==> src/rtl/cclu_pkg.sv <==
// Shared types for the CCLU command sequencer: command encoding, FSM states
// and the instruction FIFO entry layout.
package cclu_pkg;

    localparam int unsigned CCLU_AW = 32;
    localparam int unsigned CCLU_CW = 32;

    typedef enum logic [1:0] {
        NOP  = 2'b00,
        LOOP = 2'b01,
        END  = 2'b10,
        CLR  = 2'b11
    } cclu_cmd_e;

    typedef enum logic [2:0] {
        S_IDLE,
        S_ISSUE,
        S_RESP,
        S_TGT,
        S_HALT
    } seq_state_e;

    typedef struct packed {
        cclu_cmd_e            op;
        logic [CCLU_AW-1:0]   pc;
        logic [CCLU_AW-1:0]   target;
        logic [CCLU_CW-1:0]   count;
    } fifo_entry_t;

    localparam int unsigned ENTRY_W = $bits(fifo_entry_t);

endpackage

==> src/rtl/cclu_seq_fifo.sv <==
// Instruction FIFO: power-of-two depth, registered occupancy, synchronous flush.
module cclu_seq_fifo #(
    parameter int unsigned DEPTH = 4,
    parameter int unsigned W     = 8
) (
    input  logic         clk,
    input  logic         reset,
    input  logic         push,
    input  logic         pop,
    input  logic         flush,
    input  logic [W-1:0] wdata,
    output logic [W-1:0] rdata,
    output logic         full,
    output logic         empty
);

    localparam int unsigned PW = $clog2(DEPTH);

    logic [W-1:0]  mem [DEPTH];
    logic [PW-1:0] wr_ptr;
    logic [PW-1:0] rd_ptr;
    logic [PW:0]   count;
    logic          push_ok;
    logic          pop_ok;

    assign full    = (count == (PW+1)'(DEPTH));
    assign empty   = (count == '0);
    assign rdata   = mem[rd_ptr];
    assign push_ok = push && !full;
    assign pop_ok  = pop && !empty;

    always_ff @(posedge clk or negedge reset) begin
        if (!reset) begin
            wr_ptr <= '0;
            rd_ptr <= '0;
            count  <= '0;
        end else if (flush) begin
            wr_ptr <= '0;
            rd_ptr <= '0;
            count  <= '0;
        end else begin
            if (push_ok) wr_ptr <= wr_ptr + PW'(1);
            if (pop_ok)  rd_ptr <= rd_ptr + PW'(1);
            count <= count + (PW+1)'(push_ok) - (PW+1)'(pop_ok);
        end
    end

    // Storage needs no reset: occupancy alone decides what is valid.
    always_ff @(posedge clk) begin
        if (push_ok && !flush) mem[wr_ptr] <= wdata;
    end

endmodule

==> src/rtl/cclu_cmd_sequencer.sv <==
// Issues buffered loop instructions to the CCLU one at a time and returns one
// response per instruction. Optional CCLU_SEQ_ZERO_FILTER_EN answers zero-count
// LOOPs locally with an error instead of issuing them.
module cclu_cmd_sequencer
    import cclu_pkg::*;
#(
    parameter int unsigned DEPTH = 4,
    parameter int unsigned AW    = 32,
    parameter int unsigned CW    = 32
) (
    input  logic          clk,
    input  logic          reset,
    input  logic          in_valid,
    output logic          in_ready,
    input  logic [1:0]    in_op,
    input  logic [AW-1:0] in_pc,
    input  logic [AW-1:0] in_target,
    input  logic [CW-1:0] in_count,
    output logic [1:0]    command,
    output logic [AW-1:0] addres_in,
    output logic [AW-1:0] target_in,
    output logic [CW-1:0] counter_in,
    input  logic          cclu_valid,
    input  logic          cclu_full,
    input  logic          cclu_error,
    input  logic [AW-1:0] cclu_target,
    output logic          rsp_valid,
    output logic          rsp_error,
    output logic [AW-1:0] rsp_target,
    output logic          halted,
    input  logic          err_clr
);

    seq_state_e  state_q, state_d;
    fifo_entry_t wr_entry, head;
    logic        fifo_full, fifo_empty;
    logic        push, pop, issue, capture;
    logic        zf_q, zf_d;

    // Response timing is fixed by the CCLU latency, so cclu_valid is not needed.
    logic unused_cclu_valid;
    assign unused_cclu_valid = cclu_valid;

    assign in_ready = !fifo_full;
    assign push     = in_valid && !fifo_full && (in_op == LOOP || in_op == END);
    assign wr_entry = '{op:     cclu_cmd_e'(in_op),
                        pc:     CCLU_AW'(in_pc),
                        target: CCLU_AW'(in_target),
                        count:  CCLU_CW'(in_count)};

    cclu_seq_fifo #(
        .DEPTH (DEPTH),
        .W     (ENTRY_W)
    ) u_fifo (
        .clk   (clk),
        .reset (reset),
        .push  (push),
        .pop   (pop),
        .flush (err_clr),
        .wdata (wr_entry),
        .rdata (head),
        .full  (fifo_full),
        .empty (fifo_empty)
    );

    // Next state and per-cycle controls; err_clr overrides everything.
    always_comb begin
        state_d   = state_q;
        pop       = 1'b0;
        issue     = 1'b0;
        capture   = 1'b0;
        rsp_valid = 1'b0;
        rsp_error = 1'b0;
        zf_d      = 1'b0;
        unique case (state_q)
            S_IDLE: begin
                if (!fifo_empty) begin
`ifdef CCLU_SEQ_ZERO_FILTER_EN
                    if (head.op == LOOP && head.count == '0) begin
                        pop  = 1'b1;
                        zf_d = 1'b1;
                    end else
`endif
                    if (!(head.op == LOOP && cclu_full)) begin
                        pop     = 1'b1;
                        issue   = 1'b1;
                        state_d = S_ISSUE;
                    end
                end
            end
            S_ISSUE: state_d = S_RESP;
            S_RESP: begin
                if (cclu_error) begin
                    rsp_valid = 1'b1;
                    rsp_error = 1'b1;
                    state_d   = S_HALT;
                end else begin
                    capture = 1'b1;
                    state_d = S_TGT;
                end
            end
            S_TGT: begin
                rsp_valid = 1'b1;
                state_d   = S_IDLE;
            end
            S_HALT:  state_d = S_HALT;
            default: state_d = S_IDLE;
        endcase
        if (zf_q) begin
            rsp_valid = 1'b1;
            rsp_error = 1'b1;
        end
        if (err_clr) begin
            state_d   = S_IDLE;
            pop       = 1'b0;
            issue     = 1'b0;
            capture   = 1'b0;
            rsp_valid = 1'b0;
            rsp_error = 1'b0;
            zf_d      = 1'b0;
        end
    end

    always_ff @(posedge clk or negedge reset) begin
        if (!reset) begin
            state_q    <= S_IDLE;
            command    <= 2'b00;
            addres_in  <= '0;
            target_in  <= '0;
            counter_in <= '0;
            rsp_target <= '0;
            halted     <= 1'b0;
            zf_q       <= 1'b0;
        end else begin
            state_q <= state_d;
            command <= issue ? 2'(head.op) : 2'(NOP);
            if (issue) begin
                addres_in  <= AW'(head.pc);
                target_in  <= AW'(head.target);
                counter_in <= CW'(head.count);
            end
            if (capture) rsp_target <= cclu_target;
            halted <= (state_d == S_HALT);
            zf_q   <= zf_d;
        end
    end

endmodule

==> config.mk <==
export PLATFORM = sky130hd
export DESIGN_NAME = cclu_cmd_sequencer
export DESIGN_NICKNAME = d
export VERILOG_FILES = /design/src/rtl/cclu_pkg.sv /design/src/rtl/cclu_seq_fifo.sv /design/src/rtl/cclu_cmd_sequencer.sv
export SDC_FILE = /design/constraint.sdc
export NUM_CORES = 1
export LEC_CHECK = 0
export CORE_ASPECT_RATIO = 0.9
export CORE_UTILIZATION = 55
export CTS_BUF_LIST = sky130_fd_sc_hd__clkbuf_16
export DETAILED_ROUTE_END_ITERATION = 6
export GPL_TIMING_DRIVEN = 0
export HOLD_SLACK_MARGIN = 0.1
export PLACE_DENSITY = 0.8
export SLEW_MARGIN = 10
export SYNTH_ARGS = -nofsm -noshare
export SYNTH_HDL_FRONTEND = slang
export SYNTH_HIERARCHICAL = 1
export SYNTH_SLANG_ARGS = --single-unit
==> constraint.sdc <==
create_clock -name clk -period 4.32 [get_ports clk]
set_input_delay 0.864 -clock clk [delete_from_list [all_inputs] [get_ports clk]]
set_output_delay 0.864 -clock clk [all_outputs]
set_load 0.01 [all_outputs]
==> key figures, run 1 <==
Run status
  – Result of the run: finished clean

Route
  – DR iter-0 viols: between 400 and 500
  – Routed wire length per instance: 22.8 microns
  – Routed vias: 9,571
  – Detailed Route WL: 39,000 microns
  – Drt pass-1 iters: 4
  – Post-route DRC: 0
  – Detail-routed via count per cell: between 5 and 6
  – Remaining number of nets flagged by the antenna check after routing: 0

Pwr
  – P_sw: between 3000 and 4000 uW
  – Internal power summed over all cells: around 11,000 uW
  – Logic gate share of total power: 0.256
  – Clock power share: 0.285
  – Reg power frac: 0.458
  – Proportion of total power due to net switching: 0.253
  – Power Density: approximately 600 mW/mm^2
  – Worst supply voltage drop on vdd: between 0.0004 and 0.0005 V
  – Leakage: just under 0.009 uW

Clock tree
  – Cts bufs inserted: 52
  – Root Driver: sky130_fd_sc_hd__clkbuf_16
  – Clock tree from TritonCTS: built
  – Maximum clock path buffer count: 3
  – CTS HTree Levels: 2
  – Clock-pin slew on the worst setup and hold paths: about 0.06 ns
  – Total number of clock tree sinks: 533
  – Worst skew pair latency: between 0.5 and 0.6 ns
  – Number of hold buffers added after CTS: 0

Layout
  – Top library cells by usage in the layout, fill and taps aside: sky130_fd_sc_hd__edfxtp_1, sky130_fd_sc_hd__clkdlybuf4s50_1, sky130_fd_sc_hd__dfrtp_1
  – Final non-filler cell total: around 1,700
  – Post-Layout Inst Area: between 0.02 and 0.025 sq mm
  – Filler instances: between 2,000 and 2,500
  – Number of nets in the layout: around 1,300
  – Share of layout cells above drive strength 1: 0.230
  – Area of combinational cells with multiple inputs: 0.00423 sq mm
  – Area Overhead vs Synth: 25.8%
  – Most common cell after layout, fill and taps aside: sky130_fd_sc_hd__edfxtp_1
  – Area taken by flip-flops and latches: around 0.015 sq mm

Floorplanning
  – Area of the die: ~0.037 sq mm
  – Starting Density: 0.561
  – Die Y: roughly 180 microns
  – Top-Level Pins: 271
  – Standard-cell row count: 65
  – Core region area: around 0.035 sq mm
  – Die Width: 202 microns

Synthesis
  – Sequential cell area fraction in the yosys report: 0.772
  – Cell type contributing the most total cell area after synthesis: sky130_fd_sc_hd__edfxtp_1
  – Cells after Synth: ~860
  – Ranking of synthesized cells by area: sky130_fd_sc_hd__edfxtp_1, sky130_fd_sc_hd__dfrtp_1, sky130_fd_sc_hd__mux4_2
  – Synthesis-stage register bit count: between 500 and 600
  – Net count after synthesis: approximately 1,000
  – Average cell area after synthesis: between 20 and 25 sq um
  – Yosys synthesis warning count: 6
  – Top-area cell type share of the netlist area: 0.594
  – Summed instance area of the synthesized netlist: ~0.02 sq mm
  – Distinct cell type count after synthesis: 38

Setup path
  – Ordered list of cells on the worst path: buf_6 -> buf_6 -> mux4_1 -> a311oi_4 -> buf_2 -> o31ai_1 -> inv_1 -> ha_1 -> inv_1 -> ha_1 -> inv_1 -> fa_1 -> xnor2_1 -> nor2_1
  – Crit-path max FO: 11
  – Kind of critical path: flip-flop to flip-flop
  – Most common cell on crit path: sky130_fd_sc_hd__inv_1
  – Required time worst endpoint: ~4.7 ns
  – Max incr delay on CP: 0.68 ns
  – Dominant delay contributor by cell family on the critical path: buffers and inverters
  – Element type at the critical path start: flip-flop
  – Arrival time of the worst setup path: ~4.2 ns
  – Sum of buffers and inverters on the critical path: 6
  – Cell with the biggest individual delay on the critical path: sky130_fd_sc_hd__mux4_1
  – Worst setup EP type: flip-flop

Timing
  – Clock period minus final worst setup slack: roughly 3.8 ns
  – Worst setup skew after layout: 0.0136 ns
  – Achievable clock frequency: ~270 MHz
  – Count of final max-slew check failures: 0
  – Measured slew at the worst slew-check pin: between 0.6 and 0.7 ns
  – Final setup vio count: 0
  – Setup repair after global routing missed its margin: false
  – Relative max-transition margin: 0.549
  – Final hold violation count: 0
  – Total negative slack: 0 ns
  – Worst Hold Slack: 0.199 ns
  – Final Cycle Share: 0.870

Placed design
  – Inst Count DP: between 1,500 and 2,000
  – Placed standard-cell area: 0.0233 sq mm
  – Number of buffers added on ports: approximately 270
  – Hpwl dp: around 24,000 microns
  – Final estimated routing congestion in global placement: 0.757

Global routing
  – Total gr overflow: 0
  – Pin count of the biggest net entering global routing: just under 100
  – Number of global-route vias before repair: ~10,000
  – Overall Global Routing Usage: 0.216
  – Number of antenna violations at the first check in global routing: 6
  – Global-route wire length before repair: ~59,000 microns

Hold path
  – Type of the worst min-delay path: input pin to async pin

Job
  – # Max-Cap Violations: 0
==> routing by layer <==
metal  vias to the layer above  GRT usage  part of all wire
li1                       4207          -                 -
met1                      5002      0.290              0.41
met2                       300      0.358              0.50
met3                        58     0.0527             0.069
met4                         4     0.0598             0.018
met5                         -          0           0.00072
==> flip-flops by register name, summed over array words and instances, names as in the netlist <==
name / cells
u_fifo/count: 3
u_fifo/mem: 392
target_in: 32
rsp_target: 32
addres_in: 32
counter_in: 32
u_fifo/wr_ptr: 2
state_q: 3
u_fifo/rd_ptr: 2
command: 2
halted: 1
==> synthesized netlist by cell type, drive strengths merged <==
master and instances:
edfxtp 392, dfrtp 141, mux2 128, mux4 98, buf 34, inv 9, nor2 7, ha 6
nor3 6, and2 5, clkbuf 4, mux2i 3, xor2 3, a21oi 2, nand2 2, nand2b 2
nor2b 2, nor3b 2, o21ai 2, or3 2, a211oi 1, a311oi 1, a31o 1, and3 1
fa 1, maj3 1, nand3 1, nand3b 1, o31ai 1, or4 1, xnor2 1
==> cell families after synthesis <==
group,share of synthesized area
adders and majority gates,0.00530
and+or+nand+nor,0.00922
DFF,0.772
AOI/OAI and AO/OA,0.00297
xor gates and xnor gates,0.00177
muxes,0.193
buffers and inverters,0.0157
==> final cells by class <==
type / count / share of cell area
clock buffers: 53 / 0.0532
diodes: 4 / 0.000402
plain buffers: 38 / 0.0111
repair buffers: 279 / 0.117
well taps: 469 / 0.0235
inverters: 9 / 0.00136
multi-input cells: 281 / 0.170
flip-flops and latches: 533 / 0.614
clock inverters: 42 / 0.00994
==> power groups by stage <==
stage               clock (uW)  sequential, uW  combinational, uW
floorplan                    0            7000               1540
global placement             0            6760               3620
detailed placement           0            6760               3740
CTS                       4260            6670               3770
global route              4450            6750               3960
finish                    4150            6660               3730
==> final timing paths <==
kind / startpoint / endpoint / slack, ns / cells after the start
min in group clk: target_in[6] / target_in[6] / 0.49 / 1
hold / removal: reset / target_in[4] / 0.20 / 1
setup / recovery: u_fifo/rd_ptr[0] / u_fifo/count[2] / 0.56 / 14
hold reg to reg: target_in[6] / target_in[6] / 0.49 / 1
setup reg to reg: u_fifo/rd_ptr[0] / u_fifo/count[2] / 0.56 / 14
max in group asynchronous: reset / counter_in[11] / 3.25 / 2
==> stage by stage <==
| stage | utilization | total power (uW) | setup slack, ns |
|---|---|---|---|
| 2_1_floorplan | - | 8530 | 0.101 |
| 4_1_cts | 0.706 | 14700 | 0.0293 |
| 5_1_grt | 0.706 | 15200 | 0.350 |
| 3_5_place_dp | 0.661 | 10500 | -0.267 |
| 3_3_place_gp | 0.654 | 10400 | -4.43 |
| 6_report | 0.706 | 14500 | 0.560 |
==> repair_timing <==
item / in CTS / in global routing
pin swaps: 0 / 1
gates resized for setup: 1 / 0
endpoints found under the setup margin: 2 / 1
buffers inserted: 0 / 2
Note: power is estimated with default switching activity, not from simulation.
==> run 2: changes to the inputs <==
CAP_MARGIN = 15   (was default)
CORE_MARGIN = 1   (was default)
clock period = 4.7 ns   (was 4.32 ns; I/O delays follow)
==> key figures, run 2 (synthesized netlist as in run 1, its figures left out) <==
Layout
  – Filler instances: 2,179 (was 2,182)
  – Top library cells by usage in the layout, fill and taps aside: sky130_fd_sc_hd__edfxtp_1, sky130_fd_sc_hd__clkdlybuf4s50_1, sky130_fd_sc_hd__dfrtp_1 (unchanged)
  – Most common cell after layout, fill and taps aside: sky130_fd_sc_hd__edfxtp_1 (unchanged)
  – Number of nets in the layout: 1,335 (was 1,338)
  – Area taken by flip-flops and latches: 0.0153 sq mm (unchanged)
  – Share of layout cells above drive strength 1: 0.235 (was 0.230)
  – Area of combinational cells with multiple inputs: 0.00422 sq mm (was 0.00423 sq mm)
  – Post-Route Utilization: 0.707 (was 0.706)
  – Largest reg by FF count: u_fifo/mem (unchanged)
  – Area Overhead vs Synth: 26.0% (was 25.8%)
  – Number of flip-flops in the largest register: 392 (unchanged)

Setup path
  – Cell with the biggest individual delay on the critical path: sky130_fd_sc_hd__a311oi_2 (was sky130_fd_sc_hd__mux4_1)
  – Ordered list of cells on the worst path: buf_6 -> buf_6 -> mux4_1 -> a311oi_2 -> buf_6 -> buf_2 -> o31ai_1 -> inv_1 -> ha_1 -> inv_1 -> ha_1 -> inv_1 -> fa_1 -> xnor2_1 -> nor2_1 (was buf_6 -> buf_6 -> mux4_1 -> a311oi_4 -> buf_2 -> o31ai_1 -> inv_1 -> ha_1 -> inv_1 -> ha_1 -> inv_1 -> fa_1 -> xnor2_1 -> nor2_1)
  – Sum of buffers and inverters on the critical path: 7 (was 6)
  – Total number of cells along the worst setup path: 15 (was 14)
  – Crit-path max FO: 11 (unchanged)
  – Arrival time of the worst setup path: 4.60 ns (was 4.18 ns)
  – Dominant delay contributor by cell family on the critical path: buffers and inverters (unchanged)
  – Worst setup EP type: flip-flop (unchanged)
  – Max incr delay on CP: 0.68 ns (about the same)
  – Element type at the critical path start: flip-flop (unchanged)
  – Length in cells of the worst reg-to-reg path: 15 (was 14)
  – Crit path launch: u_fifo/rd_ptr[0] (unchanged)
  – Kind of critical path: flip-flop to flip-flop (unchanged)
  – Required time worst endpoint: 5.13 ns (was 4.74 ns)
  – Launch instance of the worst register-to-register path: u_fifo/rd_ptr[0] (unchanged)

Clock tree
  – Cts bufs inserted: 50 (was 52)
  – # Post-CTS Setup Buffers: 0 (unchanged)
  – Clock tree from TritonCTS: built (unchanged)
  – Clock-pin slew on the worst setup and hold paths: 0.06 ns (about the same)
  – Maximum clock path buffer count: 3 (unchanged)
  – Root Driver: sky130_fd_sc_hd__clkbuf_16 (unchanged)
  – Number of hold buffers added after CTS: 0 (unchanged)
  – Number of gates given a new drive strength after cts: 0 (was 1)
  – Worst skew pair latency: 0.57 ns (was 0.56 ns)
  – Total number of clock tree sinks: 533 (unchanged)
  – CTS HTree Levels: 2 (unchanged)

Floorplanning
  – Die Y: 182 microns (unchanged)
  – Core region area: 0.0353 sq mm (unchanged)
  – Area of the die: 0.0368 sq mm (unchanged)
  – Standard-cell row count: 65 (unchanged)
  – Starting Density: 0.561 (unchanged)
  – Die Width: 202 microns (unchanged)
  – Top-Level Pins: 271 (unchanged)

Pwr
  – Leakage: 0.00879 uW (about the same)
  – Power Density: 541 mW/mm^2 (was 583 mW/mm^2)
  – Logic gate share of total power: 0.252 (was 0.256)
  – P_sw: 3400 uW (was 3670 uW)
  – Reg power frac: 0.454 (was 0.458)
  – Proportion of total power due to net switching: 0.252 (was 0.253)
  – Clock power share: 0.294 (was 0.285)
  – Worst supply voltage drop on vdd: 0.000301 V (was 0.000445 V)
  – Internal power summed over all cells: 10,100 uW (was 10,900 uW)
  – Total chip power: 13,500 uW (was 14,500 uW)

Route
  – Remaining number of nets flagged by the antenna check after routing: 0 (unchanged)
  – Detail-routed via count per cell: 5.63 (was 5.60)
  – DR iter-0 viols: 487 (was 421)
  – Routed vias: 9,588 (was 9,571)
  – Post-route DRC: 0 (unchanged)
  – Routed wire length per instance: 23.0 microns (was 22.8 microns)
  – Drt pass-1 iters: 5 (was 4)
  – Detailed Route WL: 39,100 microns (was 39,000 microns)

Global routing
  – Number of antenna violations at the first check in global routing: 4 (was 6)
  – Global-route wire length before repair: 59,500 microns (was 59,200 microns)
  – Overall Global Routing Usage: 0.217 (was 0.216)
  – Met1 demand-to-capacity share in global routing: 0.288 (was 0.290)
  – Number of global-route vias before repair: 10,166 (was 9,945)
  – Total gr overflow: 0 (unchanged)
  – Met3 usage: 0.0527 (unchanged)
  – Pin count of the biggest net entering global routing: 98 (unchanged)
  – Routing usage on met2: 0.363 (was 0.358)
  – Busiest layer in global routing: met2 (unchanged)

Placed design
  – Worst slack at placement: 0.483 ns (was -0.267 ns)
  – Hpwl dp: 24,300 microns (was 24,100 microns)
  – Final estimated routing congestion in global placement: 0.757 (unchanged)
  – Number of buffers added on ports: 268 (unchanged)

Timing
  – Final hold violation count: 0 (unchanged)
  – Final Cycle Share: 0.888 (was 0.870)
  – Clock period minus final worst setup slack: 4.17 ns (was 3.76 ns)
  – Worst setup skew after layout: 0.0129 ns (was 0.0136 ns)
  – Least setup slack across all paths after layout: 0.528 ns (was 0.560 ns)
  – Final setup vio count: 0 (unchanged)
  – Relative max-transition margin: 0.523 (was 0.549)
  – Count of final max-slew check failures: 0 (unchanged)
  – Measured slew at the worst slew-check pin: 0.716 ns (was 0.676 ns)
  – Achievable clock frequency: 240 MHz (was 266 MHz)
  – Setup repair after global routing missed its margin: false (unchanged)
  – Worst Hold Slack: 0.269 ns (was 0.199 ns)

Job
  – # Max-Cap Violations: 0 (unchanged)

Run status
  – Result of the run: finished clean (unchanged)

Hold path
  – Type of the worst min-delay path: input pin to async pin (unchanged)
[run 2: final timing paths]
path | to | slack (ns)
setup / recovery | u_fifo/count[2] | 0.53
hold / removal | counter_in[28] | 0.27
hold reg to reg | target_in[6] | 0.48
setup reg to reg | u_fifo/count[2] | 0.53
max in group asynchronous | addres_in[14] | 3.55
min in group clk | target_in[6] | 0.48
[run 2: power by group through the flow]
stage | sequential (uW) | combinational [uW] | clock (uW)
after floorplan | 6430 | 1410 | 0
final | 6120 | 3400 | 3970
after global routing | 6200 | 3620 | 4220
after detailed placement | 6220 | 3440 | 0
after CTS | 6130 | 3460 | 4050
after global placement | 6220 | 3320 | 0
[run 2: cell type report]
type,instances,area share
clock buffers,53,0.0531
flip-flops and latches,533,0.613
clock inverters,41,0.0122
inverters,9,0.00135
repair buffers,278,0.117
well taps,469,0.0235
plain buffers,38,0.0111
multi-input cells,281,0.169
diodes,1,0.000100
[run 2: metrics by stage]
stage	setup TNS [ns]	instances	instance area, sq um
floorplan	0	861	19800
global placement	-1428.32	1598	23100
detailed placement	0	1608	23300
CTS	0	1702	25000
global route	0	1703	25000
finish	0	1703	25000
[run 2: routing by layer]
layer / part of all wire / routed length (microns)
met1: 0.41 / 16200
met2: 0.50 / 19500
met3: 0.068 / 2680
met4: 0.018 / 718
met5: 0.00033 / 13
==> run 3: changes to the inputs <==
SKIP_CTS_REPAIR_TIMING = 1   (was default)
==> results of run 3 <==
Same layout as run 2: the final DEF is identical, and so are final timing and power.
==> variant 1, RTL diff (config.mk and constraints of run 1) <==
Build with the macro `CCLU_SEQ_ZERO_FILTER_EN` defined.
--- a/src/rtl/cclu_cmd_sequencer.sv
+++ b/src/rtl/cclu_cmd_sequencer.sv
@@ -1,6 +1,8 @@
 // Issues buffered loop instructions to the CCLU one at a time and returns one
 // response per instruction. Optional CCLU_SEQ_ZERO_FILTER_EN answers zero-count
 // LOOPs locally with an error instead of issuing them.
+`define CCLU_SEQ_ZERO_FILTER_EN
+
 module cclu_cmd_sequencer
     import cclu_pkg::*;
 #(
Behaviour: not the same (a bounded check fails within 4 cycles, from zero or initial values and one cycle with reset low).
==> variant 1 against run 1 <==
- total power grew 11%
- final area grew 11%
- die area up 12%
- synthesized cell count up 59%
- wire length up 45%
- non-clock buffer count up 80
- combinational power grew 26%
- worst setup slack worse by 0.39 ns
- sequential power up 3.2%
- sequential cell count up 1
- via count increased by 50%
- area after synthesis rose by 12%
- critical path type unchanged
==> variant 1: results (changes against run 1) <==
[critical_path]
timing.critical_path.max_delay_family=buffers and inverters
rrSetupSlack_ns=0.17  ; -0.39 ns
cp_max_fo=10  ; -1
cp_data_arrival_time_ns=4.62  ; +0.44 ns
worstRegToRegCells=17  ; +3
startpoint_type=flip-flop

[pwr]
power.internal_w=0.01128  ; +3.8%
finalPower_w=0.01609  ; +11%
power_frac_clock_pct=28.1  ; -0.4 points
p_comb_w=0.00470  ; +26%
vdd_drop_max_mv=0.3610  ; -19%
p_leak_nw=9.885  ; +12%

[synth]
yosysSeqAreaShare_pct=69.15  ; -8.0 points
synth_area_leaders=edfxtp_1, dfrtp_1, mux4_2
syn_nets=1517  ; +51%
async_flop_share_pct=26.59  ; +0.14 points
synthTopCellsByCount=edfxtp_1, dfrtp_1, a31oi_1
synth_cell_types=45  ; +18%

[timing]
fin_crit_ns=4.148  ; +0.3878 ns
tightest_slew_ns=0.7606  ; +0.08433 ns
clock_skew_ns=0.01334  ; -0.0002889 ns

[global_routing]
use_met1_pct=37.16  ; +8.2 points
grtUsageMet3_pct=7.486  ; +2.2 points
track_usage_pct=27.84  ; +6.2 points
use_met2_pct=43.86  ; +8.1 points
grt_max_degree=87  ; -11%
antenna_found_initial=7  ; +1
grt_pass1_wl_um=84430  ; +43%

[finish]
regMostFlops=u_fifo/mem
nets=1849  ; +38%
layout-drive-gt1-share_pct=12.91  ; -10 points

[detailed_routing]
wl_met3_um=5462  ; +100%
dr_wl_met2_um=26620  ; +37%
met1Wirelength_um=22220  ; +38%
finalWirelength_um=56600  ; +45%
route.vias.total=14347  ; +50%
dr.pass1.iters=6  ; +2
first_iter_violations=1799  ; +330%

[min_path]
hold_class=input pin to asynchronous set/reset pin

[placed_design]
hpwlAfterDp_um=36980  ; +53%
post_dp_cell_area_sq_um=25760  ; +10%
port-buffer-count=268  ; unchanged
gp_congestion=0.8604  ; +14%

[clocking]
ctsHtreeMaxLevel=2  ; unchanged
cts_buffers=53  ; +1.9%
insertion_delay_ns=0.60  ; +0.04 ns
path_clk_slew_ns=0.06  ; about the same
clockBufferDepth=3  ; unchanged

[run_status]
status=complete, no violations

==> variant 1: cell types whose count changed in the layout (fill, tap and decap cells not counted), moves of 8 or more <==
cell | before | now
a31oi_1 | 0 | 130
inv_1 | 27 | 123
mux2_2 | 108 | 20
nand4_1 | 0 | 87
o211ai_1 | 0 | 83
nand3_1 | 1 | 70
clkbuf_1 | 4 | 67
nand2_1 | 2 | 26
o21ai_0 | 2 | 13
buf_2 | 17 | 26
mux2_1 | 20 | 12
mux2i_1 | 3 | 11
==> variant 1: what timing repair did <==
action                                  in CTS  in global routing
endpoints found under the setup margin       2                  2
resized for setup                            5                 14
buffers inserted                             1                  0
pin swaps                                    1                  0
==> variant 1: cell type report <==
| type | count | area, sq um |
|---|---|---|
| diodes | 3 | 7.507 |
| multi-input cells | 616 | 5907 |
| inverters | 103 | 386.6 |
| clock inverters | 45 | 341.6 |
| plain buffers | 119 | 638.1 |
| flip-flops and latches | 534 | 15320 |
| clock buffers | 55 | 1376 |
| repair buffers | 278 | 2935 |
| fillers | 2583 | 12040 |
| well taps | 532 | 665.6 |
==> variant 1: kinds of logic after synthesis <==
group,count (synthesis),share of synthesized area (%)
AO/OA/AOI/OAI,235,7.007
XOR/XNOR,4,0.1581
adder cells (fa/ha/maj),7,0.4291
buffers and inverters,223,4.585
flip-flops,534,69.15
multiplexers,141,12.74
AND/OR/NAND/NOR,229,5.923
==> variant 1: through the flow <==
stage / std cells / TNS (ns) / setup WS, ns / hold slack, ns
floorplan: 1373 / 0 / 0.1013 / 0.5031
global placement: 2173 / -1499.57 / -3.803 / 0.4678
detailed placement: 2182 / -0.3959 / -0.2444 / 0.4737
CTS: 2283 / 0 / 0.05563 / 0.1956
global route: 2282 / -0.006092 / -0.006092 / 0.2282
finish: 2285 / 0 / 0.1722 / 0.1966
==> variant 2, RTL diff (flow settings as in run 1) <==
Without the edit above. Re-encode `seq_state_e` (5 states) as Gray code, 3 bits wide.
--- a/src/rtl/cclu_pkg.sv
+++ b/src/rtl/cclu_pkg.sv
@@ -13,11 +13,11 @@
     } cclu_cmd_e;
 
     typedef enum logic [2:0] {
-        S_IDLE,
-        S_ISSUE,
-        S_RESP,
-        S_TGT,
-        S_HALT
+        S_IDLE  = 3'b000,
+        S_ISSUE = 3'b001,
+        S_RESP  = 3'b011,
+        S_TGT   = 3'b010,
+        S_HALT  = 3'b110
     } seq_state_e;
 
     typedef struct packed {
Function: no difference found for any inputs over 4 cycles, from zero or initial values and one cycle with reset low; so few cycles prove little.
==> variant 2 against run 1 <==
- area after synthesis about the same
- final cell count is 0.35% lower
- core utilization about the same
- sequential cell count is the same
- fmax down 6.7%
- critical path type unchanged
- total power decreased by 2.7%
- count of clock-buffer cells in the layout unchanged
- highest routed layer unchanged
- worst setup slack got worse by 0.27 ns
- wire length shrank 0.88%
- critical endpoint unchanged
- final area about the same
- largest power group unchanged
- sequential power down 0.9%
==> variant 2: results (changes against run 1) <==
[run_status]
status=complete, no violations

[synth]
syn_nets=1004  ; -0.10%
synthTopCellsByCount=edfxtp_1, dfrtp_1, mux2_2
synth_area_leaders=edfxtp_1, dfrtp_1, mux4_2
synth_enable_flop_cells=392  ; unchanged
yosysSeqAreaShare_pct=77.25  ; about the same
synth_top_area_share_pct=59.43  ; about the same
synth_cell_types=37  ; -2.6%

[detailed_routing]
first_iter_violations=458  ; +8.8%
dr.pass1.iters=5  ; +1
via_per_inst=5.528  ; -1.4%
finalWirelength_um=38610  ; -0.88%

[timing]
tightest_slew_ns=0.8346  ; +0.1583 ns
clock_skew_ns=0.01005  ; -0.003576 ns

[global_routing]
grt_max_degree=90  ; -8.2%
grt_pass1_vias=10322  ; +3.8%
antenna_found_initial=2  ; -4
grt_pass1_wl_um=59660  ; +0.84%

[finish]
nets=1334  ; -0.30%
nFillCells=2180  ; -0.092%
layout-drive-gt1-share_pct=23.21  ; +0.22 points

[pwr]
p_leak_nw=8.799  ; about the same
vdd_drop_max_mv=0.4511  ; +1.4%

[clocking]
insertion_delay_ns=0.56  ; about the same
cts_buffers=51  ; -1.9%
cts_resized=0  ; -1

[critical_path]
critPathMaxStageDelay_ns=0.59  ; -0.09 ns
worstRegToRegCells=15  ; +1
cp_data_arrival_time_ns=4.46  ; +0.28 ns

[placed_design]
hpwlAfterDp_um=24060  ; -0.33%
place_ws_ns=-0.02693  ; +0.2398 ns
port-buffer-count=269  ; +0.37%
gp_congestion=0.7375  ; -2.6%

==> variant 2: cell types whose count changed in the layout (fill, tap and decap cells not counted), sizes merged, moves of 2 or more <==
cell / before / now
mux2i: 3 / 1
buf: 46 / 42
clkinvlp: 0 / 4
clkinv: 21 / 23
inv: 27 / 21
diode: 4 / 1
nor3: 6 / 4
==> variant 2: final cells by class <==
type                            instances  area share, %
Buffer                                 36          1.080
Multi-Input combinational cell        282          16.91
Inverter                                9         0.1356
Antenna cell                            1        0.01004
Clock inverter                         42          1.075
Tap cell                              469          2.355
Clock buffer                           53          5.323
Timing Repair Buffer                  277          11.71
Sequential cell                       533          61.40
==> variant 2: path summary, 6_finish.rpt <==
| path | end | slack (ns) |
|---|---|---|
| worst max register to register | u_fifo/count[2] | 0.29 |
| worst min-delay path | target_in[6] | 0.35 |
| min in group clk | target_in[23] | 0.48 |
| max in group asynchronous | counter_in[15] | 3.18 |
| worst min register to register | target_in[23] | 0.48 |
| worst max-delay path | u_fifo/count[2] | 0.29 |
==> variant 2: per-stage QoR <==
step | power, W | std cells | util, % | instance area, sq um
CTS | 0.01433 | 1701 | 70.59 | 24920
detailed placement | 0.01009 | 1606 | 66.07 | 23320
global route | 0.01475 | 1702 | 70.60 | 24920
global placement | 0.009961 | 1598 | 65.41 | 23090
floorplan | 0.008244 | 860 | - | 19810
finish | 0.01415 | 1702 | 70.60 | 24920
==> variant 2: where the power goes <==
| part | internal (W) | switching [W] | leakage (nW) |
|---|---|---|---|
| Sequential | 0.00623 | 0.000374 | 5.29 |
| Combinational | 0.00200 | 0.00134 | 2.69 |
| Clock | 0.00239 | 0.00181 | 0.820 |
==> variant 2: metal layers <==
metal | routed length [um] | global-route usage [%] | vias up
li1 | - | - | 4176
met1 | 15390 | 28.71 | 4919
met2 | 20130 | 37.25 | 266
met3 | 2490 | 4.523 | 45
met4 | 597 | 5.485 | 2
met5 | 13 | 0 | -
==> variant 2: critical path: cells and delay by family (launching register included) <==
kind,cells,cell delay [ns]
adder cells (fa/ha/maj),3,0.76
flip-flops,1,0.34
AO/OA/AOI/OAI,1,0.18
buffers and inverters,6,1.08
multiplexers,1,0.59
XOR/XNOR,1,0.17
AND/OR/NAND/NOR,3,0.77
==> variant 2: cells by family after synthesis <==
logic type / share of synthesized area (%)
AO/OA/AOI/OAI: 0.2148
adder cells (fa/ha/maj): 0.4801
XOR/XNOR: 0.1769
AND/OR/NAND/NOR: 1.087
buffers and inverters: 1.529
flip-flops: 77.25
multiplexers: 19.27
